<file path="src/rtl/ctx_branch_sequencer_pkg.sv">
// -----------------------------------------------------------------------------
// ctx_branch_sequencer_pkg
// Shared definitions for the context branch sequencer (CCU):
//   - default widths of the context counter and opcode field
//   - opcode constants of the control context word
//   - bit offsets of the control word fields (op / pred_sel / invert / target)
//   - FSM state encodings
// Optional feature macro: CCU_HW_LOOP_EN (enables the SETLOOP/LOOP opcodes).
// -----------------------------------------------------------------------------
package ctx_branch_sequencer_pkg;

  // Default widths; the modules take these as parameter defaults.
  localparam int unsigned CCU_CCNT_WIDTH = 8;
  localparam int unsigned CCU_OP_WIDTH   = 3;

  // Opcodes of the control word. 6 and 7 are reserved and execute as NEXT.
  // SETLOOP/LOOP only have an effect when CCU_HW_LOOP_EN is defined.
  localparam int unsigned OPC_NEXT    = 32'd0;
  localparam int unsigned OPC_JUMP    = 32'd1;
  localparam int unsigned OPC_BRANCH  = 32'd2;
  localparam int unsigned OPC_HALT    = 32'd3;
  localparam int unsigned OPC_SETLOOP = 32'd4;
  localparam int unsigned OPC_LOOP    = 32'd5;

  // Sequencer states.
  typedef enum logic [1:0] {
    ST_IDLE = 2'd0,
    ST_RUN  = 2'd1,
    ST_DONE = 2'd2
  } ccu_state_e;

  // Control word layout, MSB to LSB: op | pred_sel | invert | target.
  // Offsets are functions of the widths so every instance can derive its own.
  function automatic int unsigned ccu_target_l(input int unsigned ccnt_w);
    ccu_target_l = 32'd0;
  endfunction

  function automatic int unsigned ccu_target_h(input int unsigned ccnt_w);
    ccu_target_h = ccnt_w - 32'd1;
  endfunction

  function automatic int unsigned ccu_invert(input int unsigned ccnt_w);
    ccu_invert = ccnt_w;
  endfunction

  function automatic int unsigned ccu_predsel(input int unsigned ccnt_w);
    ccu_predsel = ccnt_w + 32'd1;
  endfunction

  function automatic int unsigned ccu_op_l(input int unsigned ccnt_w);
    ccu_op_l = ccnt_w + 32'd2;
  endfunction

  function automatic int unsigned ccu_op_h(input int unsigned ccnt_w,
                                           input int unsigned op_w);
    ccu_op_h = ccnt_w + 32'd2 + op_w - 32'd1;
  endfunction

endpackage

</file>
<file path="src/rtl/ctx_branch_sequencer_ccu_next_addr.sv">
// -----------------------------------------------------------------------------
// ccu_next_addr
// Purely combinational next-address / branch-decision logic of the sequencer.
// Decodes the control word at the current context address and produces the
// address of the next context plus a halt flag.
// Optional feature macro: CCU_HW_LOOP_EN adds the loop counter interface.
//
// Ports:
//   ccnt          in   current context address
//   ctrl_word     in   control word fetched at ccnt
//   pred_reg      in   registered predicate from the condition box
//   pred_comb     in   combinational predicate from the condition box
//   loop_cnt      in   current loop counter            (CCU_HW_LOOP_EN only)
//   loop_we       out  loop counter update strobe       (CCU_HW_LOOP_EN only)
//   loop_cnt_nxt  out  loop counter value to store      (CCU_HW_LOOP_EN only)
//   ccnt_nxt      out  next context address
//   halt          out  the word is HALT
// -----------------------------------------------------------------------------
module ccu_next_addr
  import ctx_branch_sequencer_pkg::*;
#(
  parameter int unsigned CCNT_WIDTH = CCU_CCNT_WIDTH,
  parameter int unsigned OP_WIDTH   = CCU_OP_WIDTH,
  parameter int unsigned CTRL_WIDTH = OP_WIDTH + 2 + CCNT_WIDTH
) (
  input  logic [CCNT_WIDTH-1:0] ccnt,
  input  logic [CTRL_WIDTH-1:0] ctrl_word,
  input  logic                  pred_reg,
  input  logic                  pred_comb,
`ifdef CCU_HW_LOOP_EN
  input  logic [CCNT_WIDTH-1:0] loop_cnt,
  output logic                  loop_we,
  output logic [CCNT_WIDTH-1:0] loop_cnt_nxt,
`endif
  output logic [CCNT_WIDTH-1:0] ccnt_nxt,
  output logic                  halt
);

  localparam int unsigned OP_H     = ccu_op_h(CCNT_WIDTH, OP_WIDTH);
  localparam int unsigned OP_L     = ccu_op_l(CCNT_WIDTH);
  localparam int unsigned PREDSEL  = ccu_predsel(CCNT_WIDTH);
  localparam int unsigned INVERT   = ccu_invert(CCNT_WIDTH);
  localparam int unsigned TARGET_H = ccu_target_h(CCNT_WIDTH);
  localparam int unsigned TARGET_L = ccu_target_l(CCNT_WIDTH);

  logic [OP_WIDTH-1:0]   op_s;
  logic                  pred_sel_s;
  logic                  invert_s;
  logic [CCNT_WIDTH-1:0] target_s;
  logic [CCNT_WIDTH-1:0] inc_s;
  logic                  pred_s;

  assign op_s       = ctrl_word[OP_H:OP_L];
  assign pred_sel_s = ctrl_word[PREDSEL];
  assign invert_s   = ctrl_word[INVERT];
  assign target_s   = ctrl_word[TARGET_H:TARGET_L];

  // Sequential successor; the addition wraps modulo 2^CCNT_WIDTH by width.
  assign inc_s  = ccnt + CCNT_WIDTH'(1);

  // Effective predicate: selected source, optionally inverted.
  assign pred_s = (pred_sel_s ? pred_comb : pred_reg) ^ invert_s;

  // Opcode decode into next address, halt flag and loop counter update.
  always_comb begin
    ccnt_nxt = inc_s;
    halt     = 1'b0;
`ifdef CCU_HW_LOOP_EN
    loop_we      = 1'b0;
    loop_cnt_nxt = loop_cnt;
`endif
    case (op_s)
      OP_WIDTH'(OPC_NEXT):   ccnt_nxt = inc_s;
      OP_WIDTH'(OPC_JUMP):   ccnt_nxt = target_s;
      OP_WIDTH'(OPC_BRANCH): ccnt_nxt = pred_s ? target_s : inc_s;
      OP_WIDTH'(OPC_HALT): begin
        // The address holds so CCNT_O keeps pointing at the HALT word.
        ccnt_nxt = ccnt;
        halt     = 1'b1;
      end
`ifdef CCU_HW_LOOP_EN
      OP_WIDTH'(OPC_SETLOOP): begin
        ccnt_nxt     = inc_s;
        loop_we      = 1'b1;
        loop_cnt_nxt = target_s;
      end
      OP_WIDTH'(OPC_LOOP): begin
        // A count of N loads makes the body run N+1 times: the back-jump is
        // taken while the counter is nonzero, and the exit leaves it at 0.
        if (loop_cnt != {CCNT_WIDTH{1'b0}}) begin
          ccnt_nxt     = target_s;
          loop_we      = 1'b1;
          loop_cnt_nxt = loop_cnt - CCNT_WIDTH'(1);
        end else begin
          ccnt_nxt     = inc_s;
          loop_we      = 1'b0;
          loop_cnt_nxt = loop_cnt;
        end
      end
`endif
      default:               ccnt_nxt = inc_s;
    endcase
  end

endmodule

</file>
<file path="src/rtl/ctx_branch_sequencer.sv">
// -----------------------------------------------------------------------------
// ctx_branch_sequencer
// Context counter (CCNT) sequencer of the array. Consumes the condition box's
// registered and combinational predicates and steps the context address by
// sequential fetch, unconditional jump, predicated branch or halt. It gates
// the enable of every PE/PBox context memory.
// Optional feature macro: CCU_HW_LOOP_EN (hardware loop counter with
// SETLOOP/LOOP opcodes; without it those opcodes execute as NEXT).
//
// Ports:
//   CLK_I         in   clock
//   RST_I         in   synchronous, active-high reset
//   EN_I          in   global enable; low freezes all state
//   START_I       in   start request, honoured in IDLE only
//   START_ADDR_I  in   first context address
//   CTRL_WORD_I   in   control word at CCNT_O (same cycle, from control memory)
//   PRED_REG_I    in   registered predicate from the condition box
//   PRED_COMB_I   in   combinational predicate from the condition box
//   CCNT_O        out  current context address (registered)
//   CTX_EN_O      out  context enable, high in RUN while EN_I is high
//   BUSY_O        out  sequencer is in RUN
//   DONE_O        out  one-cycle pulse after HALT executes
// -----------------------------------------------------------------------------
module ctx_branch_sequencer
  import ctx_branch_sequencer_pkg::*;
#(
  parameter int unsigned CCNT_WIDTH = CCU_CCNT_WIDTH,
  parameter int unsigned OP_WIDTH   = CCU_OP_WIDTH,
  parameter int unsigned CTRL_WIDTH = OP_WIDTH + 2 + CCNT_WIDTH
) (
  input  logic                  CLK_I,
  input  logic                  RST_I,
  input  logic                  EN_I,
  input  logic                  START_I,
  input  logic [CCNT_WIDTH-1:0] START_ADDR_I,
  input  logic [CTRL_WIDTH-1:0] CTRL_WORD_I,
  input  logic                  PRED_REG_I,
  input  logic                  PRED_COMB_I,
  output logic [CCNT_WIDTH-1:0] CCNT_O,
  output logic                  CTX_EN_O,
  output logic                  BUSY_O,
  output logic                  DONE_O
);

  ccu_state_e            state_r;
  logic [CCNT_WIDTH-1:0] ccnt_r;
  logic                  busy_r;
  logic                  done_r;
  logic [CCNT_WIDTH-1:0] ccnt_nxt_s;
  logic                  halt_s;
`ifdef CCU_HW_LOOP_EN
  logic [CCNT_WIDTH-1:0] loop_cnt_r;
  logic [CCNT_WIDTH-1:0] loop_cnt_nxt_s;
  logic                  loop_we_s;
`endif

  ccu_next_addr #(
    .CCNT_WIDTH (CCNT_WIDTH),
    .OP_WIDTH   (OP_WIDTH),
    .CTRL_WIDTH (CTRL_WIDTH)
  ) u_next_addr (
    .ccnt         (ccnt_r),
    .ctrl_word    (CTRL_WORD_I),
    .pred_reg     (PRED_REG_I),
    .pred_comb    (PRED_COMB_I),
`ifdef CCU_HW_LOOP_EN
    .loop_cnt     (loop_cnt_r),
    .loop_we      (loop_we_s),
    .loop_cnt_nxt (loop_cnt_nxt_s),
`endif
    .ccnt_nxt     (ccnt_nxt_s),
    .halt         (halt_s)
  );

  // Sequencer FSM with its counter, loop counter and state-decoded flags.
  always_ff @(posedge CLK_I) begin
    if (RST_I) begin
      state_r    <= ST_IDLE;
      ccnt_r     <= {CCNT_WIDTH{1'b0}};
      busy_r     <= 1'b0;
      done_r     <= 1'b0;
`ifdef CCU_HW_LOOP_EN
      loop_cnt_r <= {CCNT_WIDTH{1'b0}};
`endif
    end else if (EN_I) begin
      case (state_r)
        ST_IDLE: begin
          // The first context executes in the cycle after START_I.
          if (START_I) begin
            ccnt_r  <= START_ADDR_I;
            state_r <= ST_RUN;
            busy_r  <= 1'b1;
            done_r  <= 1'b0;
          end else begin
            state_r <= ST_IDLE;
          end
        end
        ST_RUN: begin
          ccnt_r <= ccnt_nxt_s;
`ifdef CCU_HW_LOOP_EN
          if (loop_we_s) begin
            loop_cnt_r <= loop_cnt_nxt_s;
          end else begin
            loop_cnt_r <= loop_cnt_r;
          end
`endif
          if (halt_s) begin
            state_r <= ST_DONE;
            busy_r  <= 1'b0;
            done_r  <= 1'b1;
          end else begin
            state_r <= ST_RUN;
          end
        end
        ST_DONE: begin
          // START_I is not looked at here, so a request coinciding with the
          // DONE pulse is dropped.
          state_r <= ST_IDLE;
          busy_r  <= 1'b0;
          done_r  <= 1'b0;
        end
        default: begin
          // Unreachable encoding: fall back to a quiet IDLE.
          state_r <= ST_IDLE;
          busy_r  <= 1'b0;
          done_r  <= 1'b0;
        end
      endcase
    end else begin
      // EN_I low: every register holds, including a pending DONE.
      state_r <= state_r;
    end
  end

  assign CCNT_O   = ccnt_r;
  assign BUSY_O   = busy_r;
  // EN_I gating is combinational so the contexts stop in the very cycle EN_I
  // drops, and a pending DONE pulse is shown only once EN_I is back.
  assign CTX_EN_O = busy_r & EN_I;
  assign DONE_O   = done_r & EN_I;

endmodule

</file>
<file path="config.mk">
export PLATFORM = sky130hd
export DESIGN_NAME = ctx_branch_sequencer
export DESIGN_NICKNAME = d
export VERILOG_FILES = /design/src/rtl/ctx_branch_sequencer_pkg.sv /design/src/rtl/ctx_branch_sequencer_ccu_next_addr.sv /design/src/rtl/ctx_branch_sequencer.sv
export SDC_FILE = /design/constraint.sdc
export NUM_CORES = 1
export LEC_CHECK = 0
export CORE_UTILIZATION = 40
export CTS_CLUSTER_SIZE = 14
export DETAILED_ROUTE_END_ITERATION = 7
export PLACE_DENSITY = 0.75
export SLEW_MARGIN = 10
export SYNTH_ARGS = -nofsm -noshare
export SYNTH_HDL_FRONTEND = slang
export SYNTH_SLANG_ARGS = --single-unit
</file>
<file path="constraint.sdc">
create_clock -name CLK_I -period 3.9 [get_ports CLK_I]
set_input_delay 0.78 -clock CLK_I [delete_from_list [all_inputs] [get_ports CLK_I]]
set_output_delay 0.78 -clock CLK_I [all_outputs]
set_load 0.005 [all_outputs]
</file>
==> out/results.txt <==
IO Count -> 38
Relative slew slack -> 65.13%
R2r worst-path depth -> 5
CP Capture Type -> output port
Total power -> 0.3393 mW
Final Wtd Congestion -> 0.8246
Post-synth EDFFs -> 0
Area after DPL -> 0.001323 mm^2
Die W -> 50.79 um
Setup CP Type -> primary input to output port
Vias per inst -> 5.551
Cells after Synth -> 122
FFs w/ async S/R, synth -> 0%
# diodes -> 0
Pin count of the biggest net entering global routing -> 14
Worst Path Arrival -> 2.01 ns
RR Startpoint -> state_r[0]
Routed WL -> 2.430 mm
Simple-gate share of the synthesized area -> 28.38%
Fin crit share -> 71.53%
Share of cells above drive strength 1 -> 7.006%
DR pass1 iterations -> 3
First DRT Iteration DRCs -> 8
Num CTS Buffers -> 3
Hold Path Class -> flip-flop to flip-flop
Delay-heaviest family, CP -> buffers and inverters
Cts hold-fix bufs -> 0
Worst hold path cell count -> 2
PD cells -> 252.3 mW/mm^2
Initial antenna violation count -> 0
RSZ-0062 raised after global routing -> false
Worst-Margin Slew -> 0.5230 ns
Most frequent cells in the layout -> clkdlybuf4s50_1 (37), dfxtp_1 (12), a21oi_1 (11)
CP required -> 3.12 ns
Compound-gate portion of the synthesized area -> 27.86%
Main flop type after synthesis -> dfxtp_1
Final #Nets -> 187
Max Clk Rate -> 358.4 MHz
#FFs+latches synth -> 12
First-pass GRT wire length -> 4.105 mm
Post-synthesis cell type count -> 45
Area Overhead vs Synth -> 41.26%
Worst path most repeated cell -> clkdlybuf4s50_1
Sink Count -> 12
CP max FO -> 6
Worst-Skew Late Latency -> 0.27 ns
Root buf cell -> clkbuf_4
Status -> finished, final reports clean
Row cnt -> 17
Final TNS setup -> 0 ns
Largest family of logic cells by synthesized area -> simple AND/OR/NAND/NOR gates
Crit-path slowest cell -> clkdlybuf4s50_1
Critical Path Start Type -> primary input
Peak supply drop -> 0.1985 mV
H-tree depth -> 1
Core Area -> 0.002233 mm^2
Mux contribution to synthesized area -> 4.336%
Buf+Inv Stages, Crit Path -> 2
Worst-path clk slew -> 0.08 ns
FF-to-FF setup slack -> 2.05 ns
Residual DRC -> 0
R2r endpoint -> CCNT_O[5]
Final critical-path required period -> 2.790 ns
Post-detail-place hpwl -> 1.918 mm
Gr usage total -> 21.05%
Leakage -> 0.4914 nW
YS warnings -> 0
Fin. max-slew vios -> 0
CTS tree -> built
CTS Buffer Depth -> 2
Post_cts resized -> 0
Mapped cell area -> 952.2 um^2
Crit path largest cell delay -> 0.58 ns
Routed len/inst -> 13.14 um
Hold Vio Cnt, Final -> 0
Post-Synth XOR/XNOR Area -> 6.439%
Worst Hold End -> done_r
Die Ht -> 50.79 um
Postcts setup bufs -> 0
Critical-path cell list -> clkdlybuf4s50_1 -> and2_1 -> clkdlybuf4s50_1
I/O Buffers -> 37
Sequential fraction of the synthesis area -> 25.23%
Final Cell Area -> 0.001345 mm^2
Die area -> 0.002580 mm^2
FILL cells -> 217
Final setup viols -> 0
Post-Synth Adder-Cell Area -> 1.314%
Commonest non-fill, non-tap cell in the layout -> clkdlybuf4s50_1
Syn_nets -> 150
Vias in the first global route -> 953
Gr ovfl total -> 0
Total number of vias -> 1,027
Worst Skew -> 0.004657 ns
Post-route ant nets -> 0
Synth Area per Inst -> 7.805 um^2
Initial core utilization -> 42.63%
Hold Crit Start -> done_r
Max Cap Violations -> 0
report_power, final:
part	internal (mW)	total [mW]	switching, mW	leakage, nW
clock network	0.0357	0.0782	0.0425	0.0138
registers	0.132	0.146	0.0146	0.0983
logic	0.0655	0.115	0.0494	0.379
total	0.233	0.339	0.107	0.491
sequential cells by signal (all words and copies together), names as in the netlist:
name     count
CCNT_O       8
state_r      2
BUSY_O       1
done_r       1
cell families after synthesis:
| kind of cell | after synthesis |
|---|---|
| flip-flops | 12 |
| AO/OA/AOI/OAI | 37 |
| multiplexers | 4 |
| AND/OR/NAND/NOR | 49 |
| adder cells (fa/ha/maj) | 1 |
| XOR/XNOR | 7 |
| buffers and inverters | 12 |
metrics by stage:
| stage | util, % | std cells | worst slack [ns] | hold WS, ns |
|---|---|---|---|---|
| final | 60.22 | 185 | 1.110 | 0.4856 |
| after floorplan | - | 122 | 1.886 | 0.4491 |
| after CTS | 60.22 | 185 | 1.098 | 0.4925 |
| after global placement | 59.22 | 182 | 1.124 | 0.4736 |
| after global routing | 60.22 | 185 | 1.055 | 0.5391 |
| after detailed placement | 59.22 | 182 | 1.110 | 0.4803 |
worst min-delay path: cells and delay by family (launching register included):
family             cells  cell delay (ns)
DFF                    1             0.31
AOI/OAI and AO/OA      2             0.13
synthesized netlist by cell type, types with 2 or more instances:
cell type  number  area, um^2
and2_1          3       18.77
nand3_1         3       15.01
o22ai_1         3       18.77
nand2b_1        4       25.02
o31ai_1         2       15.01
o21ai_1         2       10.01
buf_6           2       22.52
and3_1          3       18.77
nor3_1          4       20.02
xor2_1          2       17.52
nand2_1         9       33.78
xnor2_1         5       43.79
nand4_1         2       12.51
mux2i_1         3       30.03
clkbuf_1        2       7.510
o21ai_0         7       35.03
nor2_1         10       37.54
or4_1           2       15.01
a21oi_1        11       55.05
dfxtp_1        12       240.2
inv_1           7       26.28
routing by layer:
metal | global-route usage (%) | share of wire (%) | vias up
met4 | 2.778 | 0.58 | 0
met3 | 6.061 | 5.2 | 2
met1 | 24.23 | 45 | 481
li1 | - | - | 518
met5 | 0 | 0 | -
met2 | 38.89 | 49 | 26
how the worst max path moves through the flow:
stage                         from   endpoint  slack, ns  cells after the start
floorplan           CTRL_WORD_I[9]  CCNT_O[7]       1.89                      6
global placement              EN_I   CTX_EN_O       1.12                      3
detailed placement            EN_I   CTX_EN_O       1.11                      3
CTS                           EN_I     DONE_O       1.10                      3
global route                  EN_I   CTX_EN_O       1.05                      3
finish                        EN_I     DONE_O       1.11                      3
final cells by class:
class	instances	area, um^2	area share [%]
Tap cell	28	35.03	2.605
Sequential cell	12	240.2	17.86
Clock buffer	3	22.52	1.674
Inverter	7	26.28	1.953
Multi-Input combinational cell	98	650.6	48.37
Timing Repair Buffer	37	370.4	27.53
Power figures use the tool's default switching activity.
